## src/rtl/frequency_analyzer_sequencer_if.sv

```systemverilog
// Control/analyzer-side bundle of the frequency analyzer sequencer.
// master: control registers (drive enable/oneshot, observe pulses).
// slave:  the sequencer itself.
// FREQ_ANALYZER_SEQ_RUNTIME_WINDOW_EN adds window_ticks/window_load.
interface frequency_analyzer_sequencer_if #(
    parameter int unsigned CHANNELS      = 2,
    parameter int unsigned COUNTER_WIDTH = 32
);
    localparam int unsigned IdxWidth = $clog2(CHANNELS);

    logic                     enable;
    logic                     oneshot;
`ifdef FREQ_ANALYZER_SEQ_RUNTIME_WINDOW_EN
    logic [COUNTER_WIDTH-1:0] window_ticks;
    logic                     window_load;
`endif
    logic [CHANNELS-1:0]      start_analyzer;
    logic [CHANNELS-1:0]      stop_analyzer;
    logic [IdxWidth-1:0]      active_channel;
    logic                     busy;
    logic                     done;

`ifdef FREQ_ANALYZER_SEQ_RUNTIME_WINDOW_EN
    modport master (
        output enable, oneshot, window_ticks, window_load,
        input  start_analyzer, stop_analyzer, active_channel, busy, done
    );
    modport slave (
        input  enable, oneshot, window_ticks, window_load,
        output start_analyzer, stop_analyzer, active_channel, busy, done
    );
`else
    modport master (
        output enable, oneshot,
        input  start_analyzer, stop_analyzer, active_channel, busy, done
    );
    modport slave (
        input  enable, oneshot,
        output start_analyzer, stop_analyzer, active_channel, busy, done
    );
`endif
endinterface

```

## src/rtl/frequency_analyzer_sequencer.sv

```systemverilog
// Round-robin start/stop sequencer for an N-channel frequency analyzer bank.
// Optional runtime window length: FREQ_ANALYZER_SEQ_RUNTIME_WINDOW_EN.
module frequency_analyzer_sequencer #(
    parameter int unsigned CHANNELS      = 2,
    parameter int unsigned CLOCK         = 100000000,
    parameter int unsigned FREQUENCY     = 2000,
    parameter int unsigned PULSE_WIDTH   = 20,
    parameter int unsigned COUNTER_WIDTH = 32
) (
    input logic                           clock,
    input logic                           reset,
    frequency_analyzer_sequencer_if.slave bus
);
    localparam int unsigned IdxWidth = $clog2(CHANNELS);
    localparam logic [COUNTER_WIDTH-1:0] WindowDefault = COUNTER_WIDTH'(CLOCK / FREQUENCY);
    localparam logic [COUNTER_WIDTH-1:0] PulseLen      = COUNTER_WIDTH'(PULSE_WIDTH);
    localparam logic [COUNTER_WIDTH-1:0] One           = COUNTER_WIDTH'(1);
    localparam logic [IdxWidth-1:0]      LastChannel   = IdxWidth'(CHANNELS - 1);

    typedef enum logic [1:0] {StIdle, StRun, StStopping} state_e;

    state_e                   state_q, state_d;
    logic [COUNTER_WIDTH-1:0] cnt_q, cnt_d;
    logic [COUNTER_WIDTH-1:0] win_q, win_d;
    logic [IdxWidth-1:0]      k_q, k_d;
    logic [IdxWidth-1:0]      stop_k_q, stop_k_d;
    logic                     start_vld_q, start_vld_d;
    logic                     stop_vld_q, stop_vld_d;
    logic                     oneshot_q, oneshot_d;
    logic [CHANNELS-1:0]      start_q, start_d;
    logic [CHANNELS-1:0]      stop_q, stop_d;
    logic                     done_q, done_d;
    logic                     busy_q, busy_d;
    logic                     boundary;
`ifdef FREQ_ANALYZER_SEQ_RUNTIME_WINDOW_EN
    localparam logic [COUNTER_WIDTH-1:0] WindowMin = COUNTER_WIDTH'(PULSE_WIDTH + 1);
    logic [COUNTER_WIDTH-1:0] pend_q, pend_d;
    logic                     pend_vld_q, pend_vld_d;
    logic [COUNTER_WIDTH-1:0] load_val;
`endif

    // Next-state: window counter, channel rotation, stop sequencing, outputs.
    always_comb begin
        state_d     = state_q;
        cnt_d       = cnt_q;
        win_d       = win_q;
        k_d         = k_q;
        stop_k_d    = stop_k_q;
        start_vld_d = start_vld_q;
        stop_vld_d  = stop_vld_q;
        oneshot_d   = oneshot_q;
        done_d      = 1'b0;
        boundary    = (cnt_q == (win_q - One));
`ifdef FREQ_ANALYZER_SEQ_RUNTIME_WINDOW_EN
        pend_d      = pend_q;
        pend_vld_d  = pend_vld_q;
        load_val    = (bus.window_ticks < WindowMin) ? WindowMin : bus.window_ticks;
`endif
        case (state_q)
            StIdle: begin
                cnt_d = '0;
                if (bus.enable) begin
                    state_d     = StRun;
                    k_d         = '0;
                    oneshot_d   = bus.oneshot;
                    start_vld_d = 1'b1;
                    stop_vld_d  = 1'b0;
                end
            end
            StRun: begin
                // A boundary takes priority over enable dropping on the same edge.
                if (boundary) begin
                    cnt_d      = '0;
                    stop_k_d   = k_q;
                    stop_vld_d = 1'b1;
                    if (oneshot_q && (k_q == LastChannel)) begin
                        state_d     = StStopping;
                        start_vld_d = 1'b0;
                    end else begin
                        k_d         = (k_q == LastChannel) ? '0 : k_q + IdxWidth'(1);
                        start_vld_d = 1'b1;
                    end
`ifdef FREQ_ANALYZER_SEQ_RUNTIME_WINDOW_EN
                    if (pend_vld_q) begin
                        win_d      = pend_q;
                        pend_vld_d = 1'b0;
                    end
`endif
                end else if (!bus.enable) begin
                    state_d     = StStopping;
                    cnt_d       = '0;
                    stop_k_d    = k_q;
                    stop_vld_d  = 1'b1;
                    start_vld_d = 1'b0;
                end else begin
                    cnt_d = cnt_q + One;
                end
            end
            StStopping: begin
                if (cnt_q == (PulseLen - One)) begin
                    state_d     = StIdle;
                    cnt_d       = '0;
                    done_d      = 1'b1;
                    start_vld_d = 1'b0;
                    stop_vld_d  = 1'b0;
                end else begin
                    cnt_d = cnt_q + One;
                end
            end
            default: state_d = StIdle;
        endcase
`ifdef FREQ_ANALYZER_SEQ_RUNTIME_WINDOW_EN
        // Idle applies a load at once; otherwise it waits for the next boundary.
        if (bus.window_load) begin
            if (state_q == StIdle) begin
                win_d      = load_val;
                pend_vld_d = 1'b0;
            end else begin
                pend_d     = load_val;
                pend_vld_d = 1'b1;
            end
        end
`endif
        start_d = '0;
        stop_d  = '0;
        if ((state_d == StRun) && start_vld_d && (cnt_d < PulseLen)) begin
            start_d[k_d] = 1'b1;
        end
        if ((state_d != StIdle) && stop_vld_d && (cnt_d < PulseLen)) begin
            stop_d[stop_k_d] = 1'b1;
        end
        busy_d = (state_d != StIdle);
    end

    // State and registered outputs; synchronous active-low reset.
    always_ff @(posedge clock) begin
        if (!reset) begin
            state_q     <= StIdle;
            cnt_q       <= '0;
            win_q       <= WindowDefault;
            k_q         <= '0;
            stop_k_q    <= '0;
            start_vld_q <= 1'b0;
            stop_vld_q  <= 1'b0;
            oneshot_q   <= 1'b0;
            start_q     <= '0;
            stop_q      <= '0;
            done_q      <= 1'b0;
            busy_q      <= 1'b0;
`ifdef FREQ_ANALYZER_SEQ_RUNTIME_WINDOW_EN
            pend_q      <= '0;
            pend_vld_q  <= 1'b0;
`endif
        end else begin
            state_q     <= state_d;
            cnt_q       <= cnt_d;
            win_q       <= win_d;
            k_q         <= k_d;
            stop_k_q    <= stop_k_d;
            start_vld_q <= start_vld_d;
            stop_vld_q  <= stop_vld_d;
            oneshot_q   <= oneshot_d;
            start_q     <= start_d;
            stop_q      <= stop_d;
            done_q      <= done_d;
            busy_q      <= busy_d;
`ifdef FREQ_ANALYZER_SEQ_RUNTIME_WINDOW_EN
            pend_q      <= pend_d;
            pend_vld_q  <= pend_vld_d;
`endif
        end
    end

    assign bus.start_analyzer = start_q;
    assign bus.stop_analyzer  = stop_q;
    assign bus.active_channel = k_q;
    assign bus.busy           = busy_q;
    assign bus.done           = done_q;
endmodule

```

## src/flat_wrapper.sv

```systemverilog
// flat-port wrapper written by rule: the top's interface ports become plain ports
module frequency_analyzer_sequencer_flat 
#(
    parameter int unsigned CHANNELS      = 2,
    parameter int unsigned CLOCK         = 100000000,
    parameter int unsigned FREQUENCY     = 2000,
    parameter int unsigned PULSE_WIDTH   = 20,
    parameter int unsigned COUNTER_WIDTH = 32
)
  (clock, reset, bus_enable, bus_oneshot, bus_start_analyzer, bus_stop_analyzer, bus_active_channel, bus_busy, bus_done);
  frequency_analyzer_sequencer_if #(.CHANNELS(CHANNELS), .COUNTER_WIDTH(COUNTER_WIDTH)) bus_i ();
  input logic clock;
  input logic reset;
  input wire logic [$bits(bus_i.enable)-1:0] bus_enable;
  input wire logic [$bits(bus_i.oneshot)-1:0] bus_oneshot;
  output wire logic [$bits(bus_i.start_analyzer)-1:0] bus_start_analyzer;
  output wire logic [$bits(bus_i.stop_analyzer)-1:0] bus_stop_analyzer;
  output wire logic [$bits(bus_i.active_channel)-1:0] bus_active_channel;
  output wire logic [$bits(bus_i.busy)-1:0] bus_busy;
  output wire logic [$bits(bus_i.done)-1:0] bus_done;
  assign bus_i.enable = bus_enable;
  assign bus_i.oneshot = bus_oneshot;
  assign bus_start_analyzer = bus_i.start_analyzer;
  assign bus_stop_analyzer = bus_i.stop_analyzer;
  assign bus_active_channel = bus_i.active_channel;
  assign bus_busy = bus_i.busy;
  assign bus_done = bus_i.done;
  frequency_analyzer_sequencer #(.CHANNELS(CHANNELS), .CLOCK(CLOCK), .FREQUENCY(FREQUENCY), .PULSE_WIDTH(PULSE_WIDTH), .COUNTER_WIDTH(COUNTER_WIDTH)) u_core (.clock(clock), .reset(reset), .bus(bus_i));
endmodule
```

## config.mk

```make
export PLATFORM = sky130hd
export DESIGN_NAME = frequency_analyzer_sequencer_flat
export DESIGN_NICKNAME = d
export VERILOG_FILES = /design/src/rtl/frequency_analyzer_sequencer_if.sv /design/src/rtl/frequency_analyzer_sequencer.sv /design/src/flat_wrapper.sv
export SDC_FILE = /design/constraint.sdc
export NUM_CORES = 1
export LEC_CHECK = 0
export BUFFER_PORTS_ARGS = -buffer_cell sky130_fd_sc_hd__clkbuf_2
export CAP_MARGIN = 5
export CORE_UTILIZATION = 30
export CTS_CLUSTER_SIZE = 24
export DETAILED_ROUTE_END_ITERATION = 10
export PLACE_DENSITY = 0.54
export SKIP_LAST_GASP = 1
export SLEW_MARGIN = 20
export SYNTH_ARGS = -nofsm -noshare
export SYNTH_HDL_FRONTEND = slang
export SYNTH_SLANG_ARGS = --single-unit
```

## constraint.sdc

```tcl
create_clock -name clock -period 3.15 [get_ports clock]
set_input_delay 0.63 -clock clock [delete_from_list [all_inputs] [get_ports clock]]
set_output_delay 0.63 -clock clock [all_outputs]
set_load 0.03 [all_outputs]
```

# Word level (Yosys, flattened, before mapping)
# Cells that the tools add are included.
[classes] n_mux=34 magnitude_cmp=5 add_sub_neg=2 n_reduce_logical=13 n_eq_ne=5
[op_table] cell="two-way mux 32 bit" n=3
[op_table] cell="case mux 32 bit (3 select lines)" n=1
[op_table] cell="adder 32 x 1 -> 32 bit, second input constant" n=1
[op_table] cell="== test 32 x 16 -> 1 bit, second input constant" n=1
[op_table] cell="== test 32 x 5 -> 1 bit, second input constant" n=1
[op_table] cell="less-than comparator 32 x 5 -> 1 bit, second input constant" n=1
[op_table] cell="two-way mux 1 bit" n=19
[op_table] cell="two-way mux 2 bit" n=5
[op_table] cell="AND reduction 2 bit" n=4
[op_table] cell="logical AND 1 bit" n=7
[op_table] cell="case mux 1 bit (3 select lines)" n=2
[op_table] cell="case mux 2 bit (3 select lines)" n=1
[op_table] cell="== test 2 x 1 -> 1 bit, second input constant" n=2
[op_table] cell="less-than comparator 1 x 2 -> 1 bit, second input constant" n=2
[op_table] cell="demux 1 bit (select 1 bit)" n=2
[op_table] cell="== test 2 bit, second input constant" n=1
[op_table] cell="greater-or-equal comparator 1 bit, second input constant" n=2
[op_table] cell="logical NOT 2 bit" n=1
[op_table] cell="case mux 1 bit (2 select lines)" n=1
[op_table] cell="nonzero test 2 bit" n=1
[op_table] cell="adder 1 bit, second input constant" n=1
[word_totals] regBits=45 inputBits=4 output_inout_bits=7 wordCells=70

# Logic depth before layout (Yosys ltp)
# Gate-level depths: netlist of run 1.
[logic_depth] depth_word=9 depth_mapped=10 ltp_nobuf=9

# Worst setup path before layout of run 1
# No wires, ideal clock.
[synth_path] path_kind="flip-flop to flip-flop" from="register u_core.cnt_q[0]" to="register u_core.start_q[0], in the netlist u_core.bus.start_analyzer[0]" slack_ps=535 t_required_ps=3058 synth_period_minus_slack_ps=2615 path_buffers=0 setup_ps=92 arrival_time_ps=2524 path_stages_with_launch=10 cell_sequence="dfxtp_1 > ha_1 > nand3_2 > or4_4 > nor3_2 > mux2i_1 > o211ai_1 > o41ai_2 > a31oi_1 > nor4_1"
[synth_between] elab_chain_len=7 elab_cells_between_ends=25 classes_between="add/sub (1); order compare (3); eq/ne (3); mux (14); reduce/logical (4)"
[synth_lines] item="start, declared" line_no="frequency_analyzer_sequencer.sv:23" source="logic [COUNTER_WIDTH-1:0] cnt_q, cnt_d;"
[synth_lines] item="start signal, assigned" line_no="frequency_analyzer_sequencer.sv:156" source="cnt_q <= cnt_d;"
[synth_lines] item="adder 32 x 1 -> 32 bit (tied with other cells)" line_no="frequency_analyzer_sequencer.sv:96, frequency_analyzer_sequencer.sv:107"
[synth_lines] item="two-way mux 32 bit (tied with other cells)" line_no="frequency_analyzer_sequencer.sv:89" source="end else if (!bus.enable) begin"
[synth_lines] item="two-way mux 32 bit (tied with other cells)" line_no="frequency_analyzer_sequencer.sv:72" source="if (boundary) begin"
[synth_lines] item="case mux 32 bit (3 select lines) (tied with other cells)" line_no="frequency_analyzer_sequencer.sv:59" source="case (state_q)"
[synth_lines] item="less-than comparator 32 x 5 -> 1 bit (tied with other cells)" line_no="frequency_analyzer_sequencer.sv:126" source="if ((state_d == StRun) && start_vld_d && (cnt_d < PulseLen)) begin"
[synth_lines] item="logical AND 1 bit / two-way mux 1 bit (equally long branches)" line_no="frequency_analyzer_sequencer.sv:126, frequency_analyzer_sequencer.sv:127"
[synth_lines] item="AND reduction 2 bit (no line) / demux 1 bit (select 1 bit) (equally long branches)"
[synth_lines] item="end signal, assigned" line_no="frequency_analyzer_sequencer.sv:163" source="start_q <= start_d;"
[synth_lines] item="end, declared" line_no="frequency_analyzer_sequencer.sv:30" source="logic [CHANNELS-1:0] start_q, start_d;"
# Parallel ways exist; a longest one is shown, timed or not.
# A chain may end at the register's enable or synchronous reset.

# Worst setup path in the final report of run 1
[layout_path] from="register u_core.cnt_q[0]" to="register u_core.stop_q[0], in the netlist u_core.bus.stop_analyzer[0]"
[layout_between] elab_chain_len=7 elab_cells_between_ends=25 classes_between="add/sub (1); order compare (3); eq/ne (2); mux (14); reduce/logical (5)"
[layout_lines] item="adder 32 x 1 -> 32 bit (tied with other cells)" line_no="frequency_analyzer_sequencer.sv:96, frequency_analyzer_sequencer.sv:107"
[layout_lines] item="two-way mux 32 bit (tied with other cells)" line_no="frequency_analyzer_sequencer.sv:89"
[layout_lines] item="two-way mux 32 bit (tied with other cells)" line_no="frequency_analyzer_sequencer.sv:72"
[layout_lines] item="case mux 32 bit (3 select lines) (tied with other cells)" line_no="frequency_analyzer_sequencer.sv:59"
[layout_lines] item="less-than comparator 32 x 5 -> 1 bit (tied with other cells)" line_no="frequency_analyzer_sequencer.sv:129" source="if ((state_d != StIdle) && stop_vld_d && (cnt_d < PulseLen)) begin"
[layout_lines] item="logical AND 1 bit / two-way mux 1 bit (equally long branches)" line_no="frequency_analyzer_sequencer.sv:129, frequency_analyzer_sequencer.sv:130"
[layout_lines] item="AND reduction 2 bit (no line) / demux 1 bit (select 1 bit) (equally long branches)"
[layout_lines] item="end signal, assigned" line_no="frequency_analyzer_sequencer.sv:164" source="stop_q <= stop_d;"
[layout_lines] item="end, declared" line_no="frequency_analyzer_sequencer.sv:31" source="logic [CHANNELS-1:0] stop_q, stop_d;"
# Parallel ways exist; a longest one is shown, timed or not.

==> impl_metrics.csv, run 1 <==
group,metric,value,unit
routing,via_per_inst,5.70,
clocking,clockRootBuffer,"clkbuf_8",
routing,wire_per_inst,17.1,um
grt,grt.overflow.total,0,
sta,min_period,3000,ps
routing,antenna_left,0,
grt,use_met3,0.0294,
yosys,ys_seq_area_frac,0.289,
grt,met1_usage,0.234,
yosys,synthCells,393,
die,top_level_ports,11,
clocking,htreeDepth,2,
yosys,async_flop_share,0,
power_and_ir_drop,p_per_area,330,nW/um^2
yosys,synth_area,3120,sq um
place,io_buffer_count,10,
final_layout,syn_to_final_growth,11.5,%
yosys,synth_fp_nets,398,
setup_path,critPathMaxFanout,7,
min_path,hp-class,"reg -> reg",
status,status,"complete, no violations",
setup_path,cp-start-kind,"flip-flop",
grt,grt_max_degree,27,
clocking,clock-sinks,45,
sta,fin_worst_skew,8.85,ps
clocking,clkTransAtPathRegs,90,ps
die,start_util,0.315,
setup_path,worstPathArrival,3210,ps
grt,grt_antenna_before_repair,0,
yosys,syn_area_per_cell,7.94,sq um
setup_path,crit_type,"reg -> reg",
sta,max_freq,333,MHz
sta,finalMaxSlewViolations,0,
final_layout,fillers,1039,
yosys,ys_types,72,
sta,setup_tns,0,ps
setup_path,cp.required,3360,ps
routing,num_vias,3056,
clocking,clk_latency,310,ps
place,dp_hpwl,6340,um
setup_path,worst_setup_path_end_kind,"flip-flop",
flow_run,drv_cap,0,
yosys,synth-edff-count,0,
clocking,clk_path_buf_depth,2,
die,die_x,104,um
place,gp_congestion,0.870,
grt,grt_busiest_layer,"met2",
routing,first_iter_violations,303,
sta,worst_pin_slew,503,ps
grt,globalRouteMet2Util,0.256,
routing,drtPass1Iterations,5,
clocking,cts_tree,"yes",
sta,min_period_over_period,0.952,
routing,drt-total-wl,9160,um
final_layout,final_nets,407,
final_layout,num_antenna_cells,0,
sta,hold_slack,503,ps
sta,slew_headroom,0.662,
grt,grt_pass1_wl,14800,um
power_and_ir_drop,ir_drop,0.000191,V
die,die_h,104,um
yosys,synth_flop_cell,"dfxtp_1",
grt,grt_pass1_vias,2836,
sta,setup_viol,0,
grt,grt_util_all_layers,0.167,
sta,hold_viol,0,
power_and_ir_drop,p_leak,1.23,nW
final_layout,drive_gt1_frac,0.194,
yosys,yosys_warnings,0,
die,core-area,9910,sq um
routing,drc,0,
yosys,synth.ff_latch_count,45,
die,num_rows,36,
die,die_area,10800,sq um
clocking,cts_buffers,5,
[layout by cell type (no fill, tap or decap), types with 4 or more instances in the layout]
cell type  instances
o21ai_0           20
nand4_1           14
nor3_1            10
xnor2_1           10
xor2_1             7
a21boi_0           6
buf_4             29
clkbuf_2          10
clkbuf_8           6
and2_1             5
nor4_1            17
dfxtp_1           45
nor2b_1           13
a31oi_1            5
a21oi_1           16
o211ai_1           9
and3_1             5
nand4_2            4
nand3_1           10
nand2_1           43
nor2_1            32
o211a_1            5
and4_1             6
inv_1              8
[area by class of cell]
cell class	count	area [sq um]	area share
clock inverter	1	30.0	0.00863
sequential	45	901	0.259
inverter	8	30.0	0.00863
multi-input combinational	303	2000	0.574
tap	133	166	0.0478
timing repair buffer	39	268	0.0770
clock buffer	7	86.3	0.0248
[registers in the layout, indices dropped and copies added, names as in the netlist]
name                       flops
u_core.cnt_q                  32
u_core.bus.start_analyzer      2
u_core.bus.stop_analyzer       2
u_core.state_q                 2
u_core.bus.active_channel      1
u_core.bus.busy                1
u_core.bus.done                1
u_core.oneshot_q               1
u_core.start_vld_q             1
u_core.stop_k_q                1
u_core.stop_vld_q              1
[where the power goes]
part	leakage (nW)	switching (mW)	internal, mW	total [mW]
logic	0.811	0.0625	0.0327	0.0952
clock network	0.0585	0.215	0.259	0.474
registers	0.364	0.00528	0.576	0.581
total	1.23	0.282	0.868	1.15
[path summary, 6_finish.rpt]
path              cells past startpoint             from                          end  slack [ps]
hold / removal                        2  u_core.cnt_q[1]              u_core.cnt_q[1]         500
setup / recovery                      9  u_core.cnt_q[0]  u_core.bus.stop_analyzer[0]         150
hold reg to reg                       2  u_core.cnt_q[1]              u_core.cnt_q[1]         500
setup reg to reg                      9  u_core.cnt_q[0]  u_core.bus.stop_analyzer[0]         150
[synth_stat cells (all sizes together), types with 2 or more instances]
cell type,count,area [sq um]
nand3b,3,22.5
xnor2,10,87.6
o21ai,23,115
nand4,18,138
buf,20,159
o21a,4,37.5
nor2,33,131
a21bo,2,20.0
or2,2,12.5
or3,3,23.8
xor2,7,61.3
nor4,21,165
a21oi,16,80.1
o211ai,9,67.6
o211a,5,50.1
and2,6,38.8
nor3,12,70.1
mux2i,3,30.0
a211oi,2,15.0
dfxtp,45,901
a22oi,2,20.0
and4,6,52.6
a31oi,6,37.5
and3,5,31.3
inv,8,30.0
nand2,43,161
nor4b,2,17.5
o32ai,2,17.5
a21boi,6,45.0
nand3,12,77.6
or4,2,18.8
o41ai,2,25.0
o31ai,3,22.5
nand2b,2,12.5
nor2b,13,81.3
clkbuf,18,72.6
[what timing repair did]
action                     4_1_cts  5_1_grt
setup buffers                    0        2
resized for setup                0        6
setup endpoints to repair        0        4
hold buffers                     0        0
hold endpoints to repair         0        0
[through the flow]
stage	cell area [sq um]	worst slack [ps]	utilization	power (mW)	std cells
finish	3480	150	0.351	1.15	536
global route	3480	-13.2	0.351	1.19	536
CTS	3420	121	0.346	1.15	533
detailed placement	3310	151	0.334	0.684	525
global placement	3310	281	0.334	0.684	525
floorplan	3120	535	-	0.658	393
[per-layer routing]
layer  wire (um)  up-vias
li1            -     1464
met1        4200     1442
met2        4140      128
met3         564       22
met4         243        0
met5           0        -
[cells by family (layout without fill, tap and decap cells)]
kind of cell	after synthesis	count (layout)	synth area share
buffers and inverters	46	55	0.0838
adder cells (fa/ha/maj)	1	1	0.00401
AND/OR/NAND/NOR	188	188	0.354
flip-flops	45	45	0.289
AO/OA/AOI/OAI	93	94	0.213
multiplexers	3	3	0.00962
XOR/XNOR	17	17	0.0477
[critical path, cell delays in order (launching register included)]
cell and delay (ps):
dfxtp_1 400, ha_2 280, nand3_2 130, or4_4 600
or3_4 390, nor2_4 130, nand3_1 90, a211oi_1 360
a31oi_2 210, nor4_1 320
Power figures use the tool's default switching activity.
==> run 2: changes to the inputs <==
--- a/config.mk
+++ b/config.mk
@@ -5,6 +5,7 @@
 export SDC_FILE = /design/constraint.sdc
 export NUM_CORES = 1
 export LEC_CHECK = 0
+export ABC_AREA = 1
 export BUFFER_PORTS_ARGS = -buffer_cell sky130_fd_sc_hd__clkbuf_2
 export CAP_MARGIN = 5
 export CORE_UTILIZATION = 30
==> run 2 against run 1 <==
Net effect: clock power down 13%; clock skew rose by 1.5 ps; flip-flop and latch count did not move; register-to-register slack gained 480 ps; critical path depth is 6 higher; maximum frequency is 19% higher; final area fell by 3.7%; via count is 1.1% higher; first-iteration DRC count fell by 24%; core utilization down 1.2 points; largest power group unchanged.
==> impl_metrics.csv, run 2 <==
group,metric,value,unit
routing,drc,0,
setup_path,cp.required,3410,ps
routing,wire_per_inst,12.8,um
yosys,synth-edff-count,0,
yosys,synth.area.top_cells,"dfxtp_1 (29%), nand2_1 (19%), nor2_1 (13%), inv_1 (9.5%), nand3_1 (5.2%)",
setup_path,cp-start-kind,"flip-flop",
final_layout,fillers,1092,
place,place_ws,643,ps
clocking,clockRootBuffer,"clkbuf_8",
clocking,cts_setup_buffers,0,
yosys,synth.ff_latch_count,45,
clocking,htreeDepth,2,
final_layout,seqCellArea,901,sq um
yosys,ys_seq_area_frac,0.292,
yosys,synth_common_cells,"nand2_1 (160), nor2_1 (104), inv_1 (78)",
grt,grt_antenna_before_repair,0,
place,gp_congestion,0.959,
final_layout,num_antenna_cells,0,
setup_path,slowest_delay,400,ps
sta,setup_tns,0,ps
routing,antenna_left,0,
routing,via_per_inst,4.60,
setup_path,path_cells,"ha_1 -> nand2_2 -> nor2_4 -> nand2_2 -> nor2_2 -> nand2_2 -> nand3_4 -> nand3_4 -> nand2_1 -> nand2_1 -> nor2_1 -> nand2_1 -> nor2_1 -> nand3_1 -> nor2_1",
setup_path,crit_type,"reg -> reg",
sta,hold_viol,0,
clocking,post_cts_resized,0,
clocking,cts_buffers,5,
power_and_ir_drop,p_per_area,328,nW/um^2
sta,slew_headroom,0.440,
clocking,clkTransAtPathRegs,110,ps
routing,num_vias,3089,
grt,grt_pass1_vias,2902,
power_and_ir_drop,p_leak,1.64,nW
routing,first_iter_violations,231,
die,die_h,103,um
final_layout,largest_register,"u_core.cnt_q",
sta,layout_setup_ws,625,ps
final_layout,multi_input_area,1820,sq um
min_path,hp-class,"reg -> reg",
grt,grt_pass1_wl,14200,um
yosys,yosysMostFrequentCell,"nand2_1",
place,dp_hpwl,6560,um
place,io_buffer_count,10,
setup_path,worstPathArrival,2790,ps
die,start_util,0.312,
yosys,yosys_warnings,0,
final_layout,final_nets,543,
die,top_level_ports,11,
yosys,ys_types,31,
yosys,synth_area,3080,sq um
power_and_ir_drop,ir_drop,0.000180,V
sta,max_freq,396,MHz
clocking,clk_latency,320,ps
grt,grt_util_all_layers,0.177,
yosys,syn_area_per_cell,5.83,sq um
clocking,postCtsHoldBufs,0,
sta,worst_pin_slew,838,ps
sta,finalMaxSlewViolations,0,
final_layout,largest_reg_flops,32,
clocking,clock-sinks,45,
setup_path,critPathSlowestCell,"dfxtp_1",
final_layout,final_cell_mix,"nand2_1 (160), nor2_1 (104), inv_1 (78), dfxtp_1 (45), nand3_1 (32)",
sta,rsz0062_at_grt,"no",
yosys,yosysTopAreaCell,"dfxtp_1",
clocking,cts_tree,"yes",
die,die_area,10700,sq um
grt,grt.overflow.total,0,
yosys,synth_flop_cell,"dfxtp_1",
yosys,synth_top_area_frac,0.292,
routing,drt-total-wl,8570,um
sta,min_period,2520,ps
grt,grt_max_degree,31,
final_layout,drive_gt1_frac,0.0928,
routing,drtPass1Iterations,4,
die,die_x,103,um
clocking,clk_path_buf_depth,2,
sta,min_period_over_period,0.802,
die,num_rows,36,
final_layout,syn_to_final_growth,8.73,%
yosys,async_flop_share,0,
yosys,synthCells,528,
sta,fin_worst_skew,10.4,ps
die,core-area,9860,sq um
setup_path,worst_setup_path_end_kind,"flip-flop",
status,status,"complete, no violations",
final_layout,layout_commonest_cell,"nand2_1",
sta,setup_viol,0,
flow_run,drv_cap,0,
setup_path,critPathMaxFanout,16,
yosys,synth_fp_nets,533,
run 2: cell count changes after synthesis, moves of 7 or more:
cell / before / now
nor2_1: 32 / 104
nand4_1: 14 / 7
nand2_1: 43 / 160
clkbuf_1: 16 / 5
nand2_2: 0 / 8
nor2b_1: 13 / 0
nor2_2: 0 / 8
o211ai_1: 9 / 1
nor4_1: 17 / 1
buf_4: 9 / 0
inv_1: 8 / 78
nand3_1: 10 / 32
xnor2_1: 10 / 1
run 2: final cells by class:
| type | count | share of cell area |
|---|---|---|
| Clock inverter | 3 | 0.00784 |
| Sequential cell | 45 | 0.269 |
| Timing Repair Buffer | 12 | 0.0194 |
| Clock buffer | 5 | 0.0205 |
| Tap cell | 133 | 0.0497 |
| Multi-Input combinational cell | 394 | 0.544 |
| Inverter | 80 | 0.0897 |
run 2: worst paths after layout:
check,startpoint,end,slack (ps),cells past startpoint
max,u_core.cnt_q[0],u_core.bus.start_analyzer[0],630,15
min,u_core.oneshot_q,u_core.oneshot_q,510,2
max reg2reg,u_core.cnt_q[0],u_core.bus.start_analyzer[0],630,15
min reg2reg,u_core.oneshot_q,u_core.oneshot_q,510,2
run 2: worst max-delay path: cells and delay by family, from the launching register on:
| family | cells | cell delay [ps] |
|---|---|---|
| adder cells (fa/ha/maj) | 1 | 250 |
| AND/OR/NAND/NOR | 14 | 1810 |
| flip-flops | 1 | 400 |
run 2: through the flow:
stage / util / cell area (sq um) / hold WS [ps] / std cells / power (mW)
final: 0.340 / 3350 / 510 / 672 / 1.10
after global routing: 0.340 / 3350 / 567 / 672 / 1.14
after CTS: 0.340 / 3350 / 508 / 672 / 1.11
after detailed placement: 0.330 / 3250 / 492 / 664 / 0.702
after global placement: 0.330 / 3250 / 489 / 664 / 0.701
after floorplan: - / 3080 / 458 / 528 / 0.675
run 2: cell families after synthesis:
kind of cell,synth area share
AND/OR/NAND/NOR,0.487
buffers and inverters,0.116
flip-flops,0.292
AO/OA/AOI/OAI,0.0638
XOR/XNOR,0.0370
adder cells (fa/ha/maj),0.00406
run 2: report_power, final:
group          internal [mW]  leakage [nW]  switching, mW
logic                 0.0251          1.23         0.0729
registers              0.580         0.364         0.0102
clock network          0.166        0.0495          0.246
total                  0.771          1.64          0.329
run 2: per-layer routing:
| layer | global-route usage | wire length [um] | vias up |
|---|---|---|---|
| met5 | 0 | 0 | - |
| met4 | 0.0758 | 265 | 0 |
| met3 | 0.0222 | 395 | 17 |
| met2 | 0.281 | 3740 | 77 |
| met1 | 0.241 | 4160 | 1364 |
| li1 | - | - | 1631 |
